[src/rtl/phys_free_list.sv]
// Physical register free list: circular FIFO of free tags with an in-list bitmap
// that screens double frees; one allocation and up to two frees per cycle.
module phys_free_list #(
    parameter int unsigned NUM_PREG = 64,
    parameter int unsigned NUM_AREG = 32,
    parameter int unsigned TAG_W    = 6
) (
    input  logic             clk,
    input  logic             rst,
    input  logic             alloc_req,
    output logic             alloc_valid,
    output logic [TAG_W-1:0] alloc_preg,
    input  logic             free0_valid,
    input  logic [TAG_W-1:0] free0_preg,
    input  logic             free1_valid,
    input  logic [TAG_W-1:0] free1_preg,
    output logic [TAG_W:0]   free_count,
    output logic             empty,
    output logic             err
);
    localparam int unsigned NUM_FREE = NUM_PREG - NUM_AREG;

    logic [TAG_W-1:0]    fifo_q [NUM_PREG];
    logic [TAG_W-1:0]    fifo_d [NUM_PREG];
    logic [TAG_W-1:0]    head_q, head_d;
    logic [TAG_W-1:0]    tail_q, tail_d;
    logic [TAG_W:0]      count_q, count_d;
    logic [NUM_PREG-1:0] in_list_q, in_list_d;
    logic                err_q, err_d;

    logic             alloc_fire;
    logic             f0_acc, f0_bad;
    logic             f1_acc, f1_bad;
    logic             f_dup;
    logic [TAG_W-1:0] tail_p1;

    // Pointer add with explicit modulo so non-power-of-two depths also wrap correctly.
    function automatic logic [TAG_W-1:0] ptr_add(input logic [TAG_W-1:0] p, input logic [1:0] n);
        logic [TAG_W+1:0] s;
        s = {2'b00, p} + {{TAG_W{1'b0}}, n};
        if (s >= (TAG_W+2)'(NUM_PREG)) begin
            s = s - (TAG_W+2)'(NUM_PREG);
        end
        return s[TAG_W-1:0];
    endfunction

    assign empty       = (count_q == '0);
    assign alloc_valid = !empty;
    assign alloc_preg  = fifo_q[head_q];
    assign free_count  = count_q;
    assign err         = err_q;

    always_comb begin
        alloc_fire = alloc_req && !empty;
        // Acceptance uses the pre-edge bitmap, so a tag freed this cycle cannot be granted until next cycle.
        f_dup  = free0_valid && free1_valid && (free0_preg == free1_preg);
        f0_acc = free0_valid && (free0_preg != '0) && !in_list_q[free0_preg];
        f0_bad = free0_valid && (free0_preg != '0) && in_list_q[free0_preg];
        f1_acc = free1_valid && (free1_preg != '0) && !in_list_q[free1_preg] && !f_dup;
        f1_bad = free1_valid && (free1_preg != '0) && (in_list_q[free1_preg] || f_dup);
        tail_p1 = ptr_add(tail_q, 2'd1);

        fifo_d    = fifo_q;
        in_list_d = in_list_q;
        if (alloc_fire) begin
            in_list_d[fifo_q[head_q]] = 1'b0;
        end
        if (f0_acc) begin
            fifo_d[tail_q]        = free0_preg;
            in_list_d[free0_preg] = 1'b1;
        end
        if (f1_acc) begin
            fifo_d[f0_acc ? tail_p1 : tail_q] = free1_preg;
            in_list_d[free1_preg]             = 1'b1;
        end

        head_d  = alloc_fire ? ptr_add(head_q, 2'd1) : head_q;
        tail_d  = ptr_add(tail_q, {f0_acc & f1_acc, f0_acc ^ f1_acc});
        count_d = count_q - (TAG_W+1)'(alloc_fire) + (TAG_W+1)'(f0_acc) + (TAG_W+1)'(f1_acc);
        err_d   = err_q | f0_bad | f1_bad;
    end

    always_ff @(posedge clk or posedge rst) begin
        if (rst) begin
            for (int unsigned i = 0; i < NUM_PREG; i++) begin
                fifo_q[i]    <= (i < NUM_FREE) ? TAG_W'(i + NUM_AREG) : '0;
                in_list_q[i] <= (i >= NUM_AREG);
            end
            head_q  <= '0;
            tail_q  <= TAG_W'(NUM_FREE);
            count_q <= (TAG_W+1)'(NUM_FREE);
            err_q   <= 1'b0;
        end else begin
            fifo_q    <= fifo_d;
            in_list_q <= in_list_d;
            head_q    <= head_d;
            tail_q    <= tail_d;
            count_q   <= count_d;
            err_q     <= err_d;
        end
    end
endmodule

[config.mk]
export PLATFORM = sky130hd
export DESIGN_NAME = phys_free_list
export DESIGN_NICKNAME = d
export VERILOG_FILES = /design/src/rtl/phys_free_list.sv
export SDC_FILE = /design/constraint.sdc
export NUM_CORES = 1
export LEC_CHECK = 0
export CAP_MARGIN = 20
export CORE_AREA = 3 3 207 291
export DETAILED_ROUTE_END_ITERATION = 7
export DIE_AREA = 0 0 210 294
export DONT_BUFFER_PORTS = 1
export PLACE_DENSITY_LB_ADDON = 0.1
export REMOVE_ABC_BUFFERS = 1
export SETUP_SLACK_MARGIN = 0.02
export SKIP_LAST_GASP = 1
export SLEW_MARGIN = 5
export SYNTH_ARGS = -nofsm -noshare
export SYNTH_HDL_FRONTEND = slang
export SYNTH_SLANG_ARGS = --single-unit
[constraint.sdc]
create_clock -name clk -period 15.9 [get_ports clk]
set_clock_uncertainty 0.1 [all_clocks]
set_input_delay 3.18 -clock clk [delete_from_list [all_inputs] [get_ports clk]]
set_output_delay 3.18 -clock clk [all_outputs]
set_load 0.005 [all_outputs]
==> flow_summary.toml, run 1 <==
[synth]
seq_area_frac_synth = 0.413
synth_top_area_frac = 0.280
synth.most_common_cell = "mux2_2"
async_flop_share = 1.00
synth_fa_ha_area_frac = 0.00773
synthFlopType = "dfrtp_1"
synth_mux_area_frac = 0.407
yosysTopAreaCell = "dfrtp_1"
ys_top_cells_by_area = "dfrtp_1, mux2_2, dfstp_2"
synth_cell_types = 86
synth_top_family_by_area = "multiplexers"
syn_area_per_cell_um2 = 13.0
synthSimpleGateAreaFrac = 0.0729
synth_edf_count = 0
synthCells = 2225
synth-xor-area-share = 0.00786
yosysWarnings = 0
ys_top_cells_by_count = "mux2_2, dfrtp_1, mux2i_1"
synth_compound_gate_area_share = 0.0560
synth_seq_cells = 468
synth.cell_area_um2 = 28800

[worst_setup_path]
path_cells = "buf_4, mux4_2, mux4_2, mux4_2"
worstSetupPathType = "flop to output port"
slowest_stage = "dfrtp_4"
cp.required_ns = 12.62
slowest_delay_ns = 0.97
crit_path_end_kind = "output port"
critPathTopFamily = "multiplexers"
cp-start-kind = "flop"
critPathBufInv = 1
worst-endpoint-arrival_ns = 4.24
crit_fanout = 51
path_depth = 4
reg2regPathDepth = 8
cpMostUsedCell = "mux4_2"

[final_layout]
nNetsFinal = 2122
multi_input_area_um2 = 15900
seq_area_um2 = 11900
layout-drive-gt1-share = 0.508
n_fill_cell = 4872
areaGrowthSynthToFinish_pct = 6.61

[power_and_ir_drop]
p_leak_nw = 13.2
p_int_mw = 3.77
switching_share = 0.366
power_density_nw_per_um2 = 194
p_clk_frac = 0.202
pwr-share-comb = 0.424
ir_drop_uv = 102
power_frac_seq = 0.374
p_switching_mw = 2.18

[placement]
dp_hpwl_um = 56000
pre_cts_slack_ns = 8.19
portBuffers = 0
globalplace.congestion = 0.934

[job]
cap_violations = 0

[timing]
slew_violations = 0
whs_ns = 0.438
min_period_ns = 7.52
max_freq_mhz = 133
setup_violations = 0
worst_slack_ns = 8.38
finalHoldViolCount = 0
tns_ns = 0
min_period_over_period = 0.473
max_slew.worst_pin.slew_ns = 1.11
relSlewSlack = 0.240
rsz0062_at_grt = "no"

[route]
dr.pass1.iters = 5
avgViaCountPerCell = 6.64
antenna_left = 0
via_count = 19085
drtIter0Drc = 1443
wl_per_cell_um = 31.4
wirelength_um = 90400
drc_errors = 0

[global_route]
grt_usage = 0.295
grt-ovfl-total = 0
grt_pass1_vias = 20214
antenna_found_initial = 2
grt_max_degree = 133
grt_pass1_wl_um = 137000

[min_path]
worstHoldPathCells = 1
hp-class = "flop to flop"

[clock_network]
cts_root_buf = "clkbuf_16"
cts_tree = "built"
clkTransAtPathRegs_ns = 0.07
numCtsBuffers = 50
postCtsSetupBuffers = 0
htreeDepth = 2
post_cts_resized = 0
clock_sinks = 468
clockBufferDepth = 3
clk-insertion-delay-late_ns = 0.61
cts.hold.buffers_added = 0

[die]
die_h_um = 294
die_area_um2 = 61700
fp.dieW_um = 210
initial_utilization = 0.500
num_io_pins = 33
fp-row-count = 104
core_area_um2 = 57600

[status]
status = "finished clean"
## state kept, by name (all words and copies together), names as in the netlist
register	flops
fifo_q	384
tail_q	6
in_list_q	64
head_q	6
free_count	7
err	1
## metal layers
layer | up-vias | GRT usage | part of all wire
met5 | - | 0 | 0
met1 | 10009 | 0.364 | 0.39
met4 | 0 | 0.140 | 0.056
met3 | 240 | 0.0519 | 0.060
li1 | 8131 | - | -
met2 | 705 | 0.503 | 0.50
## stage by stage
| step | utilization | std cells | total power, mW | cell area, um^2 |
|---|---|---|---|---|
| floorplan | - | 2013 | 3.94 | 27900 |
| global placement | 0.504 | 2778 | 4.67 | 29000 |
| detailed placement | 0.504 | 2779 | 4.74 | 29100 |
| CTS | 0.533 | 2872 | 5.96 | 30700 |
| global route | 0.533 | 2872 | 6.24 | 30700 |
| finish | 0.533 | 2875 | 5.95 | 30700 |
## power groups by stage
| stage | Combinational (mW) | Sequential, mW | Clock (mW) |
|---|---|---|---|
| after global placement | 2.46 | 2.21 | 0 |
| after detailed placement | 2.50 | 2.23 | 0 |
| after global routing | 2.69 | 2.28 | 1.27 |
| after floorplan | 1.79 | 2.14 | 0 |
| after CTS | 2.52 | 2.22 | 1.23 |
| final | 2.53 | 2.22 | 1.20 |
## area by class of cell
class | instances | area share
Inverter | 24 | 0.00318
Clock buffer | 78 | 0.0497
Sequential cell | 468 | 0.387
Timing Repair Buffer | 24 | 0.00611
Clock inverter | 15 | 0.00424
Tap cell | 742 | 0.0302
Multi-Input combinational cell | 1521 | 0.519
Antenna cell | 3 | 0.000244
## logic make-up (layout without fill, tap and decap cells)
group,count (synthesis),after routing
AOI/OAI and AO/OA,221,221
xor gates and xnor gates,25,25
adders and majority gates,16,16
buffers and inverters,236,141
DFF,468,468
muxes,930,930
other,0,3
and+or+nand+nor,329,329
## cell usage in the layout (no fill, tap or decap), types with 12 or more instances in the layout
| master | instances |
|---|---|
| nor2_2 | 17 |
| o221ai_1 | 63 |
| dfstp_2 | 146 |
| clkbuf_1 | 12 |
| clkbuf_16 | 51 |
| nor2b_1 | 12 |
| dfrtp_1 | 319 |
| nor3_1 | 15 |
| mux4_2 | 130 |
| inv_1 | 21 |
| ha_1 | 13 |
| buf_4 | 23 |
| mux2i_1 | 173 |
| and2_1 | 15 |
| xnor2_1 | 13 |
| clkbuf_8 | 15 |
| nand2_1 | 101 |
| nand2b_1 | 20 |
| mux2_2 | 616 |
| o21ai_0 | 66 |
| nand3_1 | 21 |
| nor2_1 | 28 |
| a21oi_1 | 27 |
## worst paths after layout
path                                           endpoint                   start  slack (ns)
worst max register to register  in_list_q[16]$_DFF_PP0_   head_q[1]$_DFFE_PP0N_       10.89
min in group asynchronous       free_count[2]$_DFF_PP0_                     rst        2.50
worst min register to register   in_list_q[0]$_DFF_PP0_  in_list_q[0]$_DFF_PP0_        0.44
worst max-delay path                      alloc_preg[0]   head_q[1]$_DFFE_PP0N_        8.38
max in group asynchronous          fifo_q[43]$_DFF_PP0_                     rst        9.86
worst min-delay path             in_list_q[0]$_DFF_PP0_  in_list_q[0]$_DFF_PP0_        0.44
Power figures use the tool's default switching activity.
==> inputs of run 2 (changes only) <==
clock period = 7.8 ns   (was 15.9 ns; I/O delays follow)
==> flow_summary.toml, run 2 (synthesis gave the netlist of run 1 again) <==
[final_layout]
largest_reg_flops = 384
top_register = "fifo_q"
layout-drive-gt1-share = 0.507
final_common_cell = "mux2_2"
final_cell_mix = "mux2_2, dfrtp_1, mux2i_1, dfstp_2, mux4_2"
nNetsFinal = 2120
design_area_um2 = 30700
areaGrowthSynthToFinish_pct = 6.58

[route]
drtIter0Drc = 1504
highest-signal-layer = "met5"
via_count = 19005
wl_met3_um = 4700
wirelength_um = 89800
dr.pass1.iters = 5
drt-met1-wl_um = 35900
wl_per_cell_um = 31.3
antenna_left = 0
route.met2.wl_um = 44300
drc_errors = 0
avgViaCountPerCell = 6.62

[clock_network]
clkTransAtPathRegs_ns = 0.06
htreeDepth = 2
postCtsSetupBuffers = 0
numCtsBuffers = 50
cts_tree = "built"
clock_sinks = 468
clockBufferDepth = 3
cts.hold.buffers_added = 0
post_cts_resized = 0
cts_root_buf = "clkbuf_16"
clk-insertion-delay-late_ns = 0.61

[power_and_ir_drop]
p_clk_frac = 0.201
power_frac_seq = 0.379
p_leak_nw = 13.2
p_int_mw = 7.68
pwr-share-comb = 0.420
p_switching_mw = 4.43
ir_drop_uv = 183
switching_share = 0.366
power_density_nw_per_um2 = 394

[timing]
rsz0062_at_grt = "no"
setup_violations = 0
relSlewSlack = 0.227
min_period_over_period = 0.741
finalHoldViolCount = 0
tns_ns = 0
min_period_ns = 5.78
max_freq_mhz = 173
slew_violations = 0
max_slew.worst_pin.slew_ns = 1.16

[worst_setup_path]
critPathTopFamily = "multiplexers"
worst-endpoint-arrival_ns = 4.12
crit_path_end_kind = "output port"
path_cells = "buf_4, mux4_2, mux4_2, mux4_2"
worstSetupPathType = "flop to output port"
cpMostUsedCell = "mux4_2"
critPathBufInv = 1
reg2regPathDepth = 8
crit_fanout = 32
cp.required_ns = 6.14
cp-start-kind = "flop"
slowest_stage = "dfrtp_4"
reg2reg_setup_slack_ns = 2.99
r2r-start = "head_q[0]$_DFFE_PP0N_"
r2r_end = "in_list_q[25]$_DFF_PP0_"
slowest_delay_ns = 0.89

[die]
num_io_pins = 33
die_h_um = 294
fp.dieW_um = 210
initial_utilization = 0.500
die_area_um2 = 61700
fp-row-count = 104
core_area_um2 = 57600

[global_route]
antenna_found_initial = 3
grt_usage = 0.290
grt-ovfl-total = 0
grt_pass1_wl_um = 135000
grt_pass1_vias = 19926
grt_max_degree = 168

[status]
status = "finished clean"

[job]
cap_violations = 0

[min_path]
hp-start = "in_list_q[0]$_DFF_PP0_"
worstHoldPathCells = 1
hp-class = "flop to flop"
hold_path_end = "in_list_q[0]$_DFF_PP0_"

[placement]
globalplace.congestion = 0.953
dp_hpwl_um = 55500
place_area_um2 = 29100
portBuffers = 0
run 2: cell types whose count changed in the layout (fill, tap and decap cells not counted), sizes merged:
cell	delta
clkinvlp	-1
inv	-1
clkinv	+1
diode	-2
buf	-2
run 2: power by group through the flow:
| stage | Clock, mW | Sequential, mW | Combinational, mW |
|---|---|---|---|
| after floorplan | 0 | 4.37 | 3.66 |
| after global placement | 0 | 4.56 | 4.94 |
| after detailed placement | 0 | 4.61 | 5.05 |
| after CTS | 2.49 | 4.57 | 5.07 |
| after global routing | 2.58 | 4.71 | 5.41 |
| final | 2.44 | 4.58 | 5.09 |
run 2: worst reg2reg max path: cells and delay by family, from the launching register on:
kind | cells | cell delay (ns)
buf+inv | 1 | 0.70
compound gates | 2 | 0.52
mux | 3 | 1.84
flops | 1 | 0.89
simple gates | 2 | 0.60
run 2: per-stage QoR:
step / worst slack (ns) / hold slack, ns / std cells / util / total power, mW
finish: 2.02 / 0.425 / 2870 / 0.533 / 12.1
global route: 1.85 / 0.437 / 2869 / 0.533 / 12.7
CTS: 1.97 / 0.426 / 2868 / 0.533 / 12.1
global placement: 2.13 / 0.407 / 2776 / 0.504 / 9.50
detailed placement: 2.04 / 0.412 / 2776 / 0.504 / 9.66
floorplan: -6.67 / 0.371 / 2013 / - / 8.02
run 2: layout make-up:
cell class | instances | area [um^2]
Inverter | 24 | 97.6
Timing Repair Buffer | 22 | 200
Tap cell | 742 | 928
Fill cell | 4875 | 26900
Clock buffer | 78 | 1520
Sequential cell | 468 | 11900
Multi-Input combinational cell | 1521 | 15900
Antenna cell | 1 | 2.50
Clock inverter | 14 | 135
run 2: how the worst max path moves through the flow:
stage	start	endpoint	cells past startpoint
floorplan	rst	err$_DFF_PP0_	1
global placement	free1_preg[2]	fifo_q[325]$_DFF_PP0_	10
finish	head_q[0]$_DFFE_PP0N_	alloc_preg[5]	4
detailed placement	free1_preg[2]	fifo_q[325]$_DFF_PP0_	10
global route	head_q[0]$_DFFE_PP0N_	alloc_preg[5]	4
CTS	head_q[0]$_DFFE_PP0N_	alloc_preg[5]	4
run 2: per-layer routing:
| metal | vias up | track usage |
|---|---|---|
| met5 | - | 0 |
| met2 | 670 | 0.490 |
| met3 | 249 | 0.0466 |
| met1 | 9999 | 0.368 |
| li1 | 8085 | - |
| met4 | 2 | 0.134 |
